==> config.mk <==
export PLATFORM = sky130hd
export DESIGN_NAME = l1_mem_arbiter
export DESIGN_NICKNAME = d
export VERILOG_FILES = /design/src/rtl/cache_pkg.sv /design/src/rtl/rr_arb2.sv /design/src/rtl/l1_mem_arbiter.sv
export SDC_FILE = /design/constraint.sdc
export NUM_CORES = 1
export LEC_CHECK = 0
export ABC_AREA = 1
export CORE_MARGIN = 2
export CORE_UTILIZATION = 40
export CTS_BUF_LIST = sky130_fd_sc_hd__clkbuf_8
export DETAILED_ROUTE_END_ITERATION = 16
export GPL_ROUTABILITY_DRIVEN = 1
export GPL_TIMING_DRIVEN = 1
export PLACE_DENSITY = 0.82
export SYNTH_ARGS = -nofsm -noshare
export SYNTH_HDL_FRONTEND = slang
export SYNTH_SLANG_ARGS = --single-unit
export TNS_END_PERCENT = 50
==> constraint.sdc <==
create_clock -name clk -period 3.12 [get_ports clk]
set_input_delay 0.312 -clock clk [delete_from_list [all_inputs] [get_ports clk]]
set_output_delay 0.312 -clock clk [all_outputs]
set_load 0.02 [all_outputs]
==> src/rtl/cache_pkg.sv <==
// Shared types and constants for the L1 memory-port arbiter.
package cache_pkg;

    typedef enum logic [1:0] {
        IDLE    = 2'd0,
        I_BURST = 2'd1,
        D_BURST = 2'd2,
        D_WRITE = 2'd3
    } arb_state_t;

    localparam int LINE_OFFSET = 4;
    localparam int WORD_OFFSET = 2;

    localparam logic GNT_I = 1'b0;
    localparam logic GNT_D = 1'b1;

endpackage

==> src/rtl/rr_arb2.sv <==
// Two-input round-robin picker; only the last-grant flag is stored.
module rr_arb2
    import cache_pkg::*;
(
    input  logic i_clk,
    input  logic i_rst,
    input  logic i_req_i,
    input  logic i_req_d,
    input  logic i_take,
    output logic o_gnt_vld,
    output logic o_gnt
);

    logic r_last_grant;

    always_comb begin
        o_gnt_vld = i_req_i | i_req_d;
        o_gnt     = GNT_I;
        if (i_req_i && i_req_d) begin
            o_gnt = (r_last_grant == GNT_I) ? GNT_D : GNT_I;
        end else if (i_req_d) begin
            o_gnt = GNT_D;
        end
    end

    always_ff @(posedge i_clk) begin
        if (i_rst) begin
            r_last_grant <= GNT_I;
        end else if (i_take && o_gnt_vld) begin
            r_last_grant <= o_gnt;
        end
    end

endmodule

==> src/rtl/l1_mem_arbiter.sv <==
// Shares one memory port between Icache line refills and Dcache refills /
// write-throughs, with a registered return path carrying per-beat word indices.
module l1_mem_arbiter
    import cache_pkg::*;
#(
    parameter int BEATS = 4,
    parameter int AW    = 32
) (
    input  logic          clk,
    input  logic          rst,
    input  logic          I_req,
    input  logic [AW-1:0] I_addr,
    output logic          I_valid,
    output logic [1:0]    I_word,
    output logic          I_done,
    input  logic          D_req,
    input  logic          D_we,
    input  logic [AW-1:0] D_addr,
    input  logic [31:0]   D_wdata,
    output logic          D_valid,
    output logic [1:0]    D_word,
    output logic          D_done,
    output logic [31:0]   rdata,
    output logic          mem_en,
    output logic          mem_we,
    output logic [AW-1:0] mem_addr,
    output logic [31:0]   mem_wdata,
    input  logic          mem_ready,
    input  logic [31:0]   mem_rdata,
    output logic          busy
);

    localparam logic [1:0] LAST_BEAT = 2'(BEATS - 1);

    arb_state_t             r_state;
    arb_state_t             w_next;
    logic [AW-1:WORD_OFFSET] r_addr;
    logic [31:0]            r_wdata;
    logic [1:0]             r_beat;
    logic                   r_I_valid, r_I_done, r_D_valid, r_D_done;
    logic [1:0]             r_I_word, r_D_word;
    logic [31:0]            r_rdata;
    logic                   w_req_i, w_req_d, w_gnt_vld, w_gnt, w_take;
    logic                   w_last, w_rd_burst;
    logic                   w_unused_bits;

    // A requester still holds its request during its own done cycle, so that
    // cycle must not count as a fresh request from the same side.
    assign w_req_i    = I_req & ~r_I_done;
    assign w_req_d    = D_req & ~r_D_done;
    assign w_take     = (r_state == IDLE);
    assign w_last     = (r_beat == LAST_BEAT);
    assign w_rd_burst = (r_state == I_BURST) || (r_state == D_BURST);
    assign w_unused_bits = ^{I_addr[WORD_OFFSET-1:0], D_addr[WORD_OFFSET-1:0]};

    rr_arb2 u_rr_arb2 (
        .i_clk     (clk),
        .i_rst     (rst),
        .i_req_i   (w_req_i),
        .i_req_d   (w_req_d),
        .i_take    (w_take),
        .o_gnt_vld (w_gnt_vld),
        .o_gnt     (w_gnt)
    );

    always_comb begin
        w_next    = r_state;
        mem_en    = 1'b0;
        mem_we    = 1'b0;
        mem_addr  = '0;
        mem_wdata = '0;
        case (r_state)
            IDLE: begin
                if (w_gnt_vld) begin
                    if (w_gnt == GNT_I) w_next = I_BURST;
                    else                w_next = D_we ? D_WRITE : D_BURST;
                end
            end
            I_BURST, D_BURST: begin
                mem_en   = 1'b1;
                mem_addr = {r_addr[AW-1:LINE_OFFSET], r_beat, {WORD_OFFSET{1'b0}}};
                if (mem_ready && w_last) w_next = IDLE;
            end
            D_WRITE: begin
                mem_en    = 1'b1;
                mem_we    = 1'b1;
                mem_addr  = {r_addr, {WORD_OFFSET{1'b0}}};
                mem_wdata = r_wdata;
                if (mem_ready) w_next = IDLE;
            end
            default: w_next = IDLE;
        endcase
    end

    always_ff @(posedge clk) begin
        if (rst) begin
            r_state <= IDLE;
            r_beat  <= 2'd0;
        end else begin
            r_state <= w_next;
            if (r_state == IDLE) begin
                r_beat <= 2'd0;
            end else if (w_rd_burst && mem_ready && !w_last) begin
                r_beat <= r_beat + 2'd1;
            end
        end
    end

    always_ff @(posedge clk) begin
        if (r_state == IDLE && w_gnt_vld) begin
            r_addr  <= (w_gnt == GNT_I) ? I_addr[AW-1:WORD_OFFSET] : D_addr[AW-1:WORD_OFFSET];
            r_wdata <= D_wdata;
        end
    end

    // Return path: everything the caches see is one cycle behind mem_ready.
    always_ff @(posedge clk) begin
        if (rst) begin
            r_I_valid <= 1'b0;
            r_I_word  <= 2'd0;
            r_I_done  <= 1'b0;
            r_D_valid <= 1'b0;
            r_D_word  <= 2'd0;
            r_D_done  <= 1'b0;
            r_rdata   <= '0;
        end else begin
            r_I_valid <= (r_state == I_BURST) && mem_ready;
            r_I_done  <= (r_state == I_BURST) && mem_ready && w_last;
            r_D_valid <= (r_state == D_BURST) && mem_ready;
            r_D_done  <= mem_ready && (((r_state == D_BURST) && w_last) || (r_state == D_WRITE));
            r_I_word  <= r_beat;
            r_D_word  <= r_beat;
            if (w_rd_burst && mem_ready) r_rdata <= mem_rdata;
        end
    end

    assign I_valid = r_I_valid;
    assign I_word  = r_I_word;
    assign I_done  = r_I_done;
    assign D_valid = r_D_valid;
    assign D_word  = r_D_word;
    assign D_done  = r_D_done;
    assign rdata   = r_rdata;
    assign busy    = (r_state != IDLE);

endmodule

==> results of run 1 <==
-- final cells by class --
cell class                      instances  area share (%)
Multi-Input combinational cell        331           19.59
Sequential cell                       105           38.66
Clock inverter                          7          0.7461
Clock buffer                            9           1.759
Inverter                               52           2.789
Timing Repair Buffer                  239           33.97
Tap cell                              140           2.487
-- synth_stat cells (all sizes together) --
cell type,number
nand2,173
clkbuf,9
a21oi,7
nor4,1
a211oi,1
nor3,2
o21ai,33
buf,20
ha,7
clkinv,1
edfxtp,62
conb,1
nor2,101
inv,51
nand3,4
dfxtp,43
-- sequential cells by signal, indices dropped and copies added (netlist names) --
name                    cells
I_done                      1
r_state                     2
I_valid                     1
D_done                      1
D_word                      2
u_rr_arb2.r_last_grant      1
D_valid                     1
r_beat                      2
r_wdata                    32
rdata                      32
r_addr                     30
-- power by group --
| part | switching [uW] | internal (uW) | total [uW] |
|---|---|---|---|
| clock network | 466 | 297 | 763 |
| logic | 1200 | 851 | 2050 |
| registers | 171 | 2020 | 2190 |
-- how the worst min path moves through the flow --
stage                                   endpoint                   start  depth (start not counted)
after CTS                            r_wdata[17]             D_wdata[17]                          1
after global routing                 r_wdata[11]             D_wdata[11]                          1
final                                  rdata[20]               rdata[20]                          2
after global placement    u_rr_arb2.r_last_grant  u_rr_arb2.r_last_grant                          2
after detailed placement               rdata[20]               rdata[20]                          2
after floorplan                       r_wdata[0]              D_wdata[0]                          0
-- tightest hold or removal path: cells and delay by family, from the launching register on --
kind / cells / cell delay (ns)
DFF: 1 / 0.34
and+or+nand+nor: 2 / 0.13
-- cell usage in the layout, fill, tap and decap left out, drive strengths merged --
cell type and count:
clkinvlp 2, nor3 2, edfxtp 62, buf 5, clkbuf 9, inv 54, nor2 101, a211oi 1
clkinv 3, clkdlybuf4s50 234, dfxtp 43, a21oi 7, conb 2, nand2 173, ha 7, nand3 4
nor4 1, o21ai 33
-- logic make-up (layout without fill, tap and decap cells) --
kind of cell    count (synthesis)  after routing
simple gates                  281            281
other cells                     1              2
compound gates                 41             41
flops                         105            105
buf+inv                        81            307
fa+ha+maj                       7              7
-- routing by layer --
layer | wire length (um) | part of all wire (%) | GRT usage (%) | vias up
met5 | 0 | 0 | 0 | -
met4 | 204 | 1.7 | 6.148 | 0
met3 | 1183 | 10 | 6.520 | 16
met2 | 6015 | 51 | 34.18 | 170
met1 | 4357 | 37 | 19.66 | 1793
li1 | - | - | - | 2030
-- metrics by stage --
| stage | cell area, um^2 | hold WS, ns | power [uW] | worst slack (ns) | instances |
|---|---|---|---|---|---|
| floorplan | 4483 | 0.4109 | 3399 | 0.7914 | 517 |
| global placement | 6867 | 0.4565 | 4217 | 0.8762 | 867 |
| detailed placement | 6867 | 0.4762 | 4284 | 0.7634 | 867 |
| CTS | 7043 | 0.4838 | 5051 | 0.4262 | 883 |
| global route | 7043 | 0.4777 | 5319 | 0.2581 | 883 |
| finish | 7043 | 0.4897 | 5007 | 0.4411 | 883 |
==> impl_metrics.tcl, run 1 <==
set metrics [dict create \
    crit_end "mem_addr[8]" \
    crit_arrival_ns 2.37 \
    reg2reg_depth 6 \
    required_ns 2.81 \
    power_leakage_uw 0.002975 \
    yosys.area.top_type "edfxtp_1" \
    crit_chain "inv_1, ha_1, nor2_2, buf_4, nor2_1, clkdlybuf4s50_1" \
    cts_buffers 9 \
    dpl.hpwl_um 8880 \
    grt_max_degree 36 \
    worstSetupStartpointType "register" \
    first_iter_violations 264 \
    ctsHoldBuffers 0 \
    cts_tree "yes" \
    first_global_vias 3694 \
    hold_class "register to register" \
    ant_nets 0 \
    clock-sinks 105 \
    fin_nets 879 \
    path_class "register to primary output" \
    avgSynthCellArea_um2 8.681 \
    synth-adder-area-share_pct 1.955 \
    fin_tns_setup_ns 0 \
    grt_overflow_total 0 \
    synth_seq_area_share_pct 60.78 \
    setup_violations 0 \
    grt_util_all_layers_pct 18.61 \
    max-clock-path-buffers 2 \
    worst-path-buf-inv 3 \
    critPathMaxFanout 28 \
    ys_types 23 \
    num-fill-cells 865 \
    slew_headroom_pct 60.62 \
    critPathTopFamily "buffers and inverters" \
    critical_path.max_stage_delay_ns 0.64 \
    rsz0062_at_grt "no" \
    synthCells 516 \
    multi_input_area_um2 1380 \
    reg2reg_slack_ns 0.82 \
    yosys_register_bits 105 \
    synthTopCellsByArea "edfxtp_1 42%, dfxtp_1 19%, nand2_1 14%" \
    fmaxAchievable_mhz 373.3 \
    place_congestion 0.7894 \
    coreArea_um2 10890 \
    io_buffer_count 234 \
    min_period_ns 2.679 \
    path_depth 6 \
    cts-root-buf "clkbuf_8" \
    synth_top_cell_area_share_pct 41.56 \
    areaGrowthSynthToFinish_pct 57.23 \
    synth_compound_area_share_pct 4.749 \
    crit_slowest_cell "clkdlybuf4s50_1" \
    wire_per_inst_um 13.32 \
    drive_above_1_share_pct 3.903 \
    routed_wl_um 11760 \
    cap_violations 0 \
    synth_top_family_by_area "simple AND/OR/NAND/NOR gates" \
    synth.cell_area_um2 4479 \
    drc 0 \
    synth_simple_gate_area_share_pct 23.94 \
    r2r-start "r_state[0]" \
    initial_core_util_pct 41.14 \
    vias_per_cell 4.540 \
    worstSkewPairLatency_ns 0.35 \
    end_kind "primary output" \
    die_h_um 109.8 \
    finalCritPeriodShare_pct 85.86 \
    hold_viol 0 \
    grt_pass1_wl_um 17260 \
    ir_worst_vdd_uv 444.9 \
    ys_warn_count 0 \
    vias 4009 \
    seqCellArea_um2 2723 \
    clk_pin_slew_worst_paths_ns 0.09 \
    p_per_area_nw_per_um2 710.9 \
    status "finished clean" \
    cts_max_level 3 \
    rows 38 \
    antenna_found_initial 0 \
    drtPass1Iterations 4 \
    final_util_pct 64.69 \
    post_cts_resize_count 0 \
    post_cts_buffers 0 \
    fin_skew_ns 0.01114 \
    r2r-end "rdata[26]" \
    synth-xor-area-share_pct 0 \
    num_io_pins 241 \
    synthMuxAreaShare_pct 0 \
    max_slew.worst_pin.slew_ns 0.5899 \
    critPathLaunch "r_state[0]" \
    n_antenna_cell 0 \
    die-area_um2 12060 \
    drv_slew 0 \
    die_w_um 109.8 \
]
Power figures use the tool's default switching activity.
==> inputs of run 2 (changes only) <==
--- a/config.mk
+++ b/config.mk
@@ -9,6 +9,7 @@
 export CORE_MARGIN = 2
 export CORE_UTILIZATION = 40
 export CTS_BUF_LIST = sky130_fd_sc_hd__clkbuf_8
+export CTS_CLUSTER_SIZE = 16
 export DETAILED_ROUTE_END_ITERATION = 16
 export GPL_ROUTABILITY_DRIVEN = 1
 export GPL_TIMING_DRIVEN = 1
==> results of run 2 <==
No change in the layout: final DEF, timing and power equal those of run 1.
